`src/rtl/rx_fifo_axis.sv`:
```
// rx_fifo_axis: receive-side FIFO between receiver_axis and downstream logic.
// Upstream words are accepted whenever space exists; when full the word is
// dropped. Optional sticky drop flag is built when RX_FIFO_AXIS_OVERFLOW_EN
// is defined; otherwise overflow is tied low and overflow_clear is ignored.
module rx_fifo_axis #(
    parameter int unsigned WORD_WIDTH = 32'd8,
    parameter int unsigned DEPTH      = 32'd16
) (
    input  logic                         clk,
    input  logic                         rst,
    input  logic [WORD_WIDTH-1:0]        din_axis_tdata,
    input  logic                         din_axis_tvalid,
    output logic                         din_axis_tready,
    output logic [WORD_WIDTH-1:0]        dout_axis_tdata,
    output logic                         dout_axis_tvalid,
    input  logic                         dout_axis_tready,
    output logic [$clog2(DEPTH+1)-1:0]   count,
    output logic                         overflow,
    input  logic                         overflow_clear
);

    localparam int unsigned AW = $clog2(DEPTH);
    localparam int unsigned CW = $clog2(DEPTH + 1);

    logic [WORD_WIDTH-1:0] mem_q [DEPTH];
    logic [AW-1:0]         wr_ptr_q, wr_ptr_d;
    logic [AW-1:0]         rd_ptr_q, rd_ptr_d;
    logic [CW-1:0]         count_q, count_d;
    logic                  wr_en;
    logic                  rd_en;

    assign din_axis_tready  = (count_q != CW'(DEPTH));
    assign dout_axis_tvalid = (count_q != '0);
    assign dout_axis_tdata  = mem_q[rd_ptr_q];
    assign count            = count_q;

    // Handshake decode, pointer advance and occupancy update
    always_comb begin
        wr_en    = din_axis_tvalid && din_axis_tready;
        rd_en    = dout_axis_tvalid && dout_axis_tready;
        wr_ptr_d = wr_ptr_q;
        rd_ptr_d = rd_ptr_q;
        count_d  = count_q;
        if (wr_en) begin
            wr_ptr_d = wr_ptr_q + AW'(1);
        end
        if (rd_en) begin
            rd_ptr_d = rd_ptr_q + AW'(1);
        end
        if (wr_en && !rd_en) begin
            count_d = count_q + CW'(1);
        end else if (rd_en && !wr_en) begin
            count_d = count_q - CW'(1);
        end
    end

    // Pointer and occupancy registers, cleared asynchronously
    always_ff @(posedge clk or negedge rst) begin
        if (!rst) begin
            wr_ptr_q <= '0;
            rd_ptr_q <= '0;
            count_q  <= '0;
        end else begin
            wr_ptr_q <= wr_ptr_d;
            rd_ptr_q <= rd_ptr_d;
            count_q  <= count_d;
        end
    end

    // Storage array; contents are not reset
    always_ff @(posedge clk) begin
        if (wr_en) begin
            mem_q[wr_ptr_q] <= din_axis_tdata;
        end
    end

`ifdef RX_FIFO_AXIS_OVERFLOW_EN
    logic overflow_q, overflow_d;
    logic drop;

    // Sticky drop flag; a drop in the same cycle as a clear keeps it set
    always_comb begin
        drop       = din_axis_tvalid && !din_axis_tready;
        overflow_d = overflow_q;
        if (overflow_clear) begin
            overflow_d = 1'b0;
        end
        if (drop) begin
            overflow_d = 1'b1;
        end
    end

    // Drop flag register
    always_ff @(posedge clk or negedge rst) begin
        if (!rst) begin
            overflow_q <= 1'b0;
        end else begin
            overflow_q <= overflow_d;
        end
    end

    assign overflow = overflow_q;
`else
    logic unused_overflow_clear;

    assign unused_overflow_clear = overflow_clear;
    assign overflow              = 1'b0;
`endif

endmodule

```
`config.mk`:
```
export PLATFORM = sky130hd
export DESIGN_NAME = rx_fifo_axis
export DESIGN_NICKNAME = d
export VERILOG_FILES = /design/src/rtl/rx_fifo_axis.sv
export SDC_FILE = /design/constraint.sdc
export NUM_CORES = 1
export LEC_CHECK = 0
export ABC_CLOCK_PERIOD_IN_PS = 3500
export BUFFER_PORTS_ARGS = -buffer_cell sky130_fd_sc_hd__buf_2
export CAP_MARGIN = 20
export CORE_ASPECT_RATIO = 2
export CORE_UTILIZATION = 55
export CTS_CLUSTER_DIAMETER = 50
export DETAILED_ROUTE_END_ITERATION = 16
export PLACE_DENSITY = 0.71
export SLEW_MARGIN = 20
export SYNTH_ARGS = -nofsm -noshare
export SYNTH_HDL_FRONTEND = slang
export SYNTH_SLANG_ARGS = --single-unit
```
`constraint.sdc`:
```
create_clock -name clk -period 3.5 [get_ports clk]
set_clock_uncertainty 0.05 [all_clocks]
set_input_delay 0.175 -clock clk [delete_from_list [all_inputs] [get_ports clk]]
set_output_delay 0.175 -clock clk [all_outputs]
set_load 0.005 [all_outputs]
```
==> out/results.tsv, run 1 <==
metric	value	unit
die width	74.8	um
asr flop ratio synth	9.22	%
Area growth syn-to-layout	16.0	%
gr ovfl total	0	
fin cells	506	
DPL Wire Length	7.70	mm
antenna violations before repair	0	
pins over their slew limit	0	
critical-path cell list	nor4_4 > nand2b_1 > nand2_1 > ha_1 > inv_1 > fa_1 > a21o_1 > a21oi_1 > mux2i_1 > xnor2_1	
Placed Instances	473	
Hold Path Class	in2reg	
Diodes inserted	0	
Tmin final	2800	ps
Yosys cell types	35	
worst reg2reg path depth	10	
First-pass DRT Iterations	4	
critical path class	reg2reg	
critical path capture point type	register	
CTS tree	yes	
slowest stage delay, CP	470	ps
max cap viols	0	
area of the core	0.0102	mm2
Hold Crit Depth	3	
Clock Sinks	141	
Port Buf Inserts	26	
CP arrival	3090	ps
io pins	29	
Synth warnings	0	
drt drc	0	
Starting Density	57.1	%
Post-CTS Setup Inserts	0	
Lkg Pwr	2.41	nW
hold path endpoint	rd_ptr_q[2]	
TNS Setup	0	ps
Reg clk slew, reported paths	60	ps
beginning of the worst register-to-register path	count[1]	
worst reg2reg setup slack	700	ps
netlist area before placement	0.00583	mm2
Root Buffer	clkbuf_16	
number of register bits inferred by synthesis	141	
status	completed	
final wirelength	11.6	mm
Synth Net Count	343	
Vias	2958	
# rows	52	
Post-Syn Instances	320	
Nets	381	
final core occ	66.3	%
final period utilization	80.1	%
layout cells sized above 1	25.9	%
first-pass GRT wire length	18.4	mm
capturing point of the worst reg2reg path	count[4]	
DR WL/cell	23.0	um
post-synthesis sequential area ratio	71.5	%
clk buf depth	2	
Least-Margin Pin Slew	990	ps
Pwr per Cell Area	902	mW/mm2
Crit Path Max Fanout	5	
Fin Hold WS	29.8	ps
H-tree depth	4	
GPL Wtd Cong	0.787	
main flop type after synthesis	edfxtp_1	
clock latency on the worst-skew pair	410	ps
Max VDD drop	0.000568	V
final hold vios	0	
gr usage total	24.4	%
largest net degree at the start of global routing	29	
start point of the worst hold path	dout_axis_tready	
startpoint types	register	
Routed Antenna Nets	0	
Setup violations, final	0	
Die H	148	um
initial DRC count	194	
Post-synth EDFFs	128	
vias in the first global route	3199	
Slew Limit Headroom	33.8	%
Vias/cell	5.85	
Required @ worst endpoint	3790	ps
TritonCTS Buffers	17	
Worst path slowest cell	dfrtp_1	
FMAX	0.357	GHz
RSZ-0062 raised after global routing	no	
Syn Area/Cell	18.2	um2
DIE AREA	0.0110	mm2
==> power by group <==
group | switching, W | total [W] | internal (W) | leakage, nW
clock | 0.000654 | 0.00208 | 0.00142 | 0.334
sequential | 0.000226 | 0.00230 | 0.00207 | 1.31
combinational | 0.000948 | 0.00173 | 0.000779 | 0.772
==> worst max-delay path by stage <==
stage                        start        to  slack (ps)  depth (start not counted)
final                     count[1]  count[4]         700                         10
after global routing      count[1]  count[4]         450                         10
after CTS                 count[1]  count[4]         670                         10
after detailed placement  count[1]  count[4]         690                         10
after global placement    count[1]  count[4]         780                         10
after floorplan           count[1]  count[4]         950                         10
==> timing repair <==
| item | CTS | global route |
|---|---|---|
| hold endpoints to repair | 13 | 0 |
| gates resized for setup | 0 | 0 |
| hold buffers | 1 | 0 |
==> worst max-delay path, delay by kind of cell (launching register included) <==
kind / cells / cell delay (ps)
adders and majority gates: 2 / 600
muxes: 1 / 230
xor gates and xnor gates: 1 / 130
DFF: 1 / 470
buffers and inverters: 1 / 110
and+or+nand+nor: 3 / 720
AOI/OAI and AO/OA: 2 / 390
==> Yosys cell counts (3+ instances only) <==
| library cell | number | area, um2 |
|---|---|---|
| nor3_1 | 4 | 20.0 |
| buf_4 | 3 | 22.5 |
| mux2i_1 | 33 | 330 |
| inv_1 | 4 | 15.0 |
| a22oi_1 | 8 | 60.1 |
| clkbuf_1 | 4 | 15.0 |
| ha_1 | 9 | 113 |
| a221oi_2 | 9 | 135 |
| mux4_2 | 16 | 360 |
| nor2_1 | 14 | 52.6 |
| dfrtp_1 | 13 | 325 |
| nand2_1 | 18 | 67.6 |
| a221oi_1 | 7 | 61.3 |
| o21ai_0 | 10 | 50.1 |
| buf_6 | 7 | 78.8 |
| nand2b_1 | 3 | 18.8 |
| edfxtp_1 | 128 | 3840 |
| xnor2_1 | 9 | 78.8 |
==> layout make-up <==
class	count	area [um2]
fillers	701	3450
inverters	4	15.0
multi-input cells	157	1500
clock buffers	20	447
repair buffers	37	228
well taps	135	169
clock inverters	12	241
flip-flops and latches	141	4170
==> flip-flops by register name (all words and copies together), names as in the netlist <==
name / flops
count: 5
mem_q: 128
rd_ptr_q: 4
wr_ptr_q: 4
==> cell families after synthesis <==
| group | synth area share, % |
|---|---|
| buffers and inverters | 2.83 |
| AOI/OAI and AO/OA | 5.96 |
| muxes | 12.2 |
| other | 0.0643 |
| DFF | 71.5 |
| and+or+nand+nor | 3.65 |
| adders and majority gates | 2.27 |
| xor gates and xnor gates | 1.50 |
==> cells in the final DEF, fill, tap and decap left out, types with 2 or more instances in the layout <==
master,instances
clkbuf_16,17
nor2_1,14
a21o_1,2
ha_1,9
edfxtp_1,128
nand4_1,2
dfrtp_1,12
a21oi_1,2
clkinv_2,3
buf_4,9
inv_1,4
nor3_1,4
mux2i_1,33
nand2_1,18
bufinv_16,7
a221oi_2,9
a221oi_1,7
a22oi_1,8
buf_2,26
xnor2_1,9
nand2b_1,3
mux4_2,16
clkbuf_1,2
o21ai_0,10
==> metal layers <==
layer	global-route usage [%]	share of wire, %	vias up	routed length [um]
met5	0	0	-	0
met4	11.6	3.9	0	449
met3	6.07	3.6	30	419
met2	40.9	55	80	6390
met1	28.5	38	1504	4370
li1	-	-	1344	-
==> metrics by stage <==
step	total power (W)	setup WS, ps	cell area [um2]
after global placement	0.00401	783	6070
after floorplan	0.00357	953	5830
after detailed placement	0.00407	690	6070
final	0.00610	698	6770
after global routing	0.00638	446	6770
after CTS	0.00616	672	6770
Note: power is estimated with default switching activity, not from simulation.
==> run 2: changes to the inputs <==
- ABC_CLOCK_PERIOD_IN_PS: 3500 -> 2900
- clock period: 3.5 -> 2.9 ns (I/O delays scaled with it)
==> run 2 against run 1 <==
Against the previous run:
- setup slack worse by 510 ps
- highest routed layer unchanged
- global-route usage is 0.88 points lower
- largest power group unchanged
- clock power is 5% lower
- count of clock-buffer cells in the layout is 2 lower
- non-clock buffer count is 19 higher
- maximum frequency is 3.1% higher
- die area stayed put
- largest cell class unchanged
- utilization is 0.21 points higher
==> out/results.tsv, run 2 (synthesis gave the netlist of run 1 again) <==
metric	value	unit	change
Reg with most FFs	mem_q		unchanged
CTS tree	yes		unchanged
Die H	148	um	unchanged
combined area of the multi-input logic cells	0.00151	mm2	was 0.00150 mm2
initial DRC count	207		was 194
critical path class	reg2reg		unchanged
leading cell type in the layout, fill and taps excluded	edfxtp_1		unchanged
Port Buf Inserts	26		unchanged
clock latency on the worst-skew pair	410	ps	about the same
Tmin final	2720	ps	was 2800 ps
largest net degree at the start of global routing	30		was 29
Fin Hold WS	63.1	ps	was 29.8 ps
TNS Setup	0	ps	unchanged
io pins	29		unchanged
max cap viols	0		unchanged
DPL Wire Length	7.93	mm	was 7.70 mm
CP arrival	3000	ps	was 3090 ps
Reg clk slew, reported paths	60	ps	about the same
Starting Density	57.1	%	unchanged
startpoint types	register		unchanged
final period utilization	93.7	%	was 80.1%
number of flip-flops in the largest register	128		unchanged
Required @ worst endpoint	3180	ps	was 3790 ps
critical path capture point type	register		unchanged
TritonCTS Buffers	17		unchanged
Max VDD drop	0.000642	V	was 0.000568 V
Vias	3004		was 2958
gr usage total	23.5	%	was 24.4%
register share of total power	40.1	%	was 37.7%
Vias/cell	5.72		was 5.85
area of the core	0.0102	mm2	unchanged
most frequent cells in the layout	128 x edfxtp_1, 33 x mux2i_1, 27 x buf_4		was 128 x edfxtp_1, 33 x mux2i_1, 26 x buf_2
Lkg Pwr	2.44	nW	was 2.41 nW
Crit Path Max Fanout	5		unchanged
Clock power frac	28.7	%	was 34.0%
drt drc	0		unchanged
Tot Pwr	0.00690	W	was 0.00610 W
Sequential Area	0.00417	mm2	about the same
Pwr per Cell Area	1020	mW/mm2	was 902 mW/mm2
die width	74.8	um	unchanged
power share of the combinational group	31.1	%	was 28.3%
clk buf depth	2		unchanged
Nets	400		was 381
final wirelength	11.5	mm	was 11.6 mm
# rows	52		unchanged
final hold vios	0		unchanged
gr ovfl total	0		unchanged
Diodes inserted	0		unchanged
Clock Sinks	141		unchanged
FMAX	0.368	GHz	was 0.357 GHz
Routed Antenna Nets	0		unchanged
Setup violations, final	0		unchanged
H-tree depth	4		unchanged
first-pass GRT wire length	17.8	mm	was 18.4 mm
Hold Path Class	in2reg		unchanged
Area growth syn-to-layout	16.4	%	was 16.0%
Sw Ratio	32.2	%	was 29.9%
layout cells sized above 1	30.0	%	was 25.9%
fillers	694		was 701
DIE AREA	0.0110	mm2	unchanged
First-pass DRT Iterations	4		unchanged
sw power	0.00222	W	was 0.00183 W
Root Buffer	clkbuf_16		unchanged
DR WL/cell	21.9	um	was 23.0 um
pins over their slew limit	0		unchanged
antenna violations before repair	0		unchanged
status	completed		unchanged
GPL Wtd Cong	0.763		was 0.787
vias in the first global route	3367		was 3199
Internal	0.00468	W	was 0.00428 W
-- run 2: per-layer routing --
layer | track usage [%] | wire (um) | vias up
li1 | - | - | 1384
met1 | 25.4 | 4050 | 1516
met2 | 40.9 | 6630 | 83
met3 | 5.32 | 459 | 21
met4 | 12.9 | 357 | 0
met5 | 0 | 0 | -
-- run 2: final cells by class --
cell class,instances,area share [%]
clock inverter,14,1.81
clock buffer,18,6.32
multi-input combinational,157,22.2
timing repair buffer,56,5.49
tap,135,2.49
inverter,4,0.221
sequential,141,61.4
-- run 2: worst paths after layout --
kind,start,end,slack [ps],cells past startpoint
setup / recovery,count[2],count[4],180,10
hold / removal,din_axis_tdata[0],mem_q[3][0],60,1
setup reg to reg,count[2],count[4],180,10
hold reg to reg,count[0],count[0],520,1
max in group asynchronous,rst,rd_ptr_q[0],2440,2
min in group asynchronous,rst,count[3],100,2
-- run 2: power by group through the flow --
| stage | logic [W] | registers (W) | clock network [W] |
|---|---|---|---|
| after floorplan | 0.00166 | 0.00265 | 0 |
| after global routing | 0.00234 | 0.00280 | 0.00210 |
| after detailed placement | 0.00214 | 0.00281 | 0 |
| after CTS | 0.00216 | 0.00277 | 0.00201 |
| after global placement | 0.00210 | 0.00279 | 0 |
| final | 0.00215 | 0.00277 | 0.00198 |
-- run 2: what timing repair did --
| action | CTS | global route |
|---|---|---|
| buffers inserted | 0 | 2 |
| gates resized for setup | 0 | 3 |
| setup endpoints to repair | 0 | 1 |
| hold buffers | 2 | 0 |
| endpoints found under the hold margin | 14 | 0 |
-- run 2: through the flow --
stage | std cells | worst slack [ps] | utilization (%) | instance area, um2
detailed placement | 489 | 75.9 | 60.6 | 6190
global placement | 489 | 163 | 60.6 | 6190
CTS | 523 | 68.3 | 66.2 | 6760
global route | 525 | -3.71 | 66.5 | 6790
finish | 525 | 183 | 66.5 | 6790
floorplan | 320 | 353 | - | 5830
-- run 2: critical path, stage by stage, from the launching register on --
cell,delay (ps)
dfrtp_1,440
nor4_4,360
nand2b_1,150
nand2_1,160
ha_1,200
inv_1,110
fa_1,420
a21o_1,210
a21oi_2,160
mux2i_1,230
xnor2_1,140
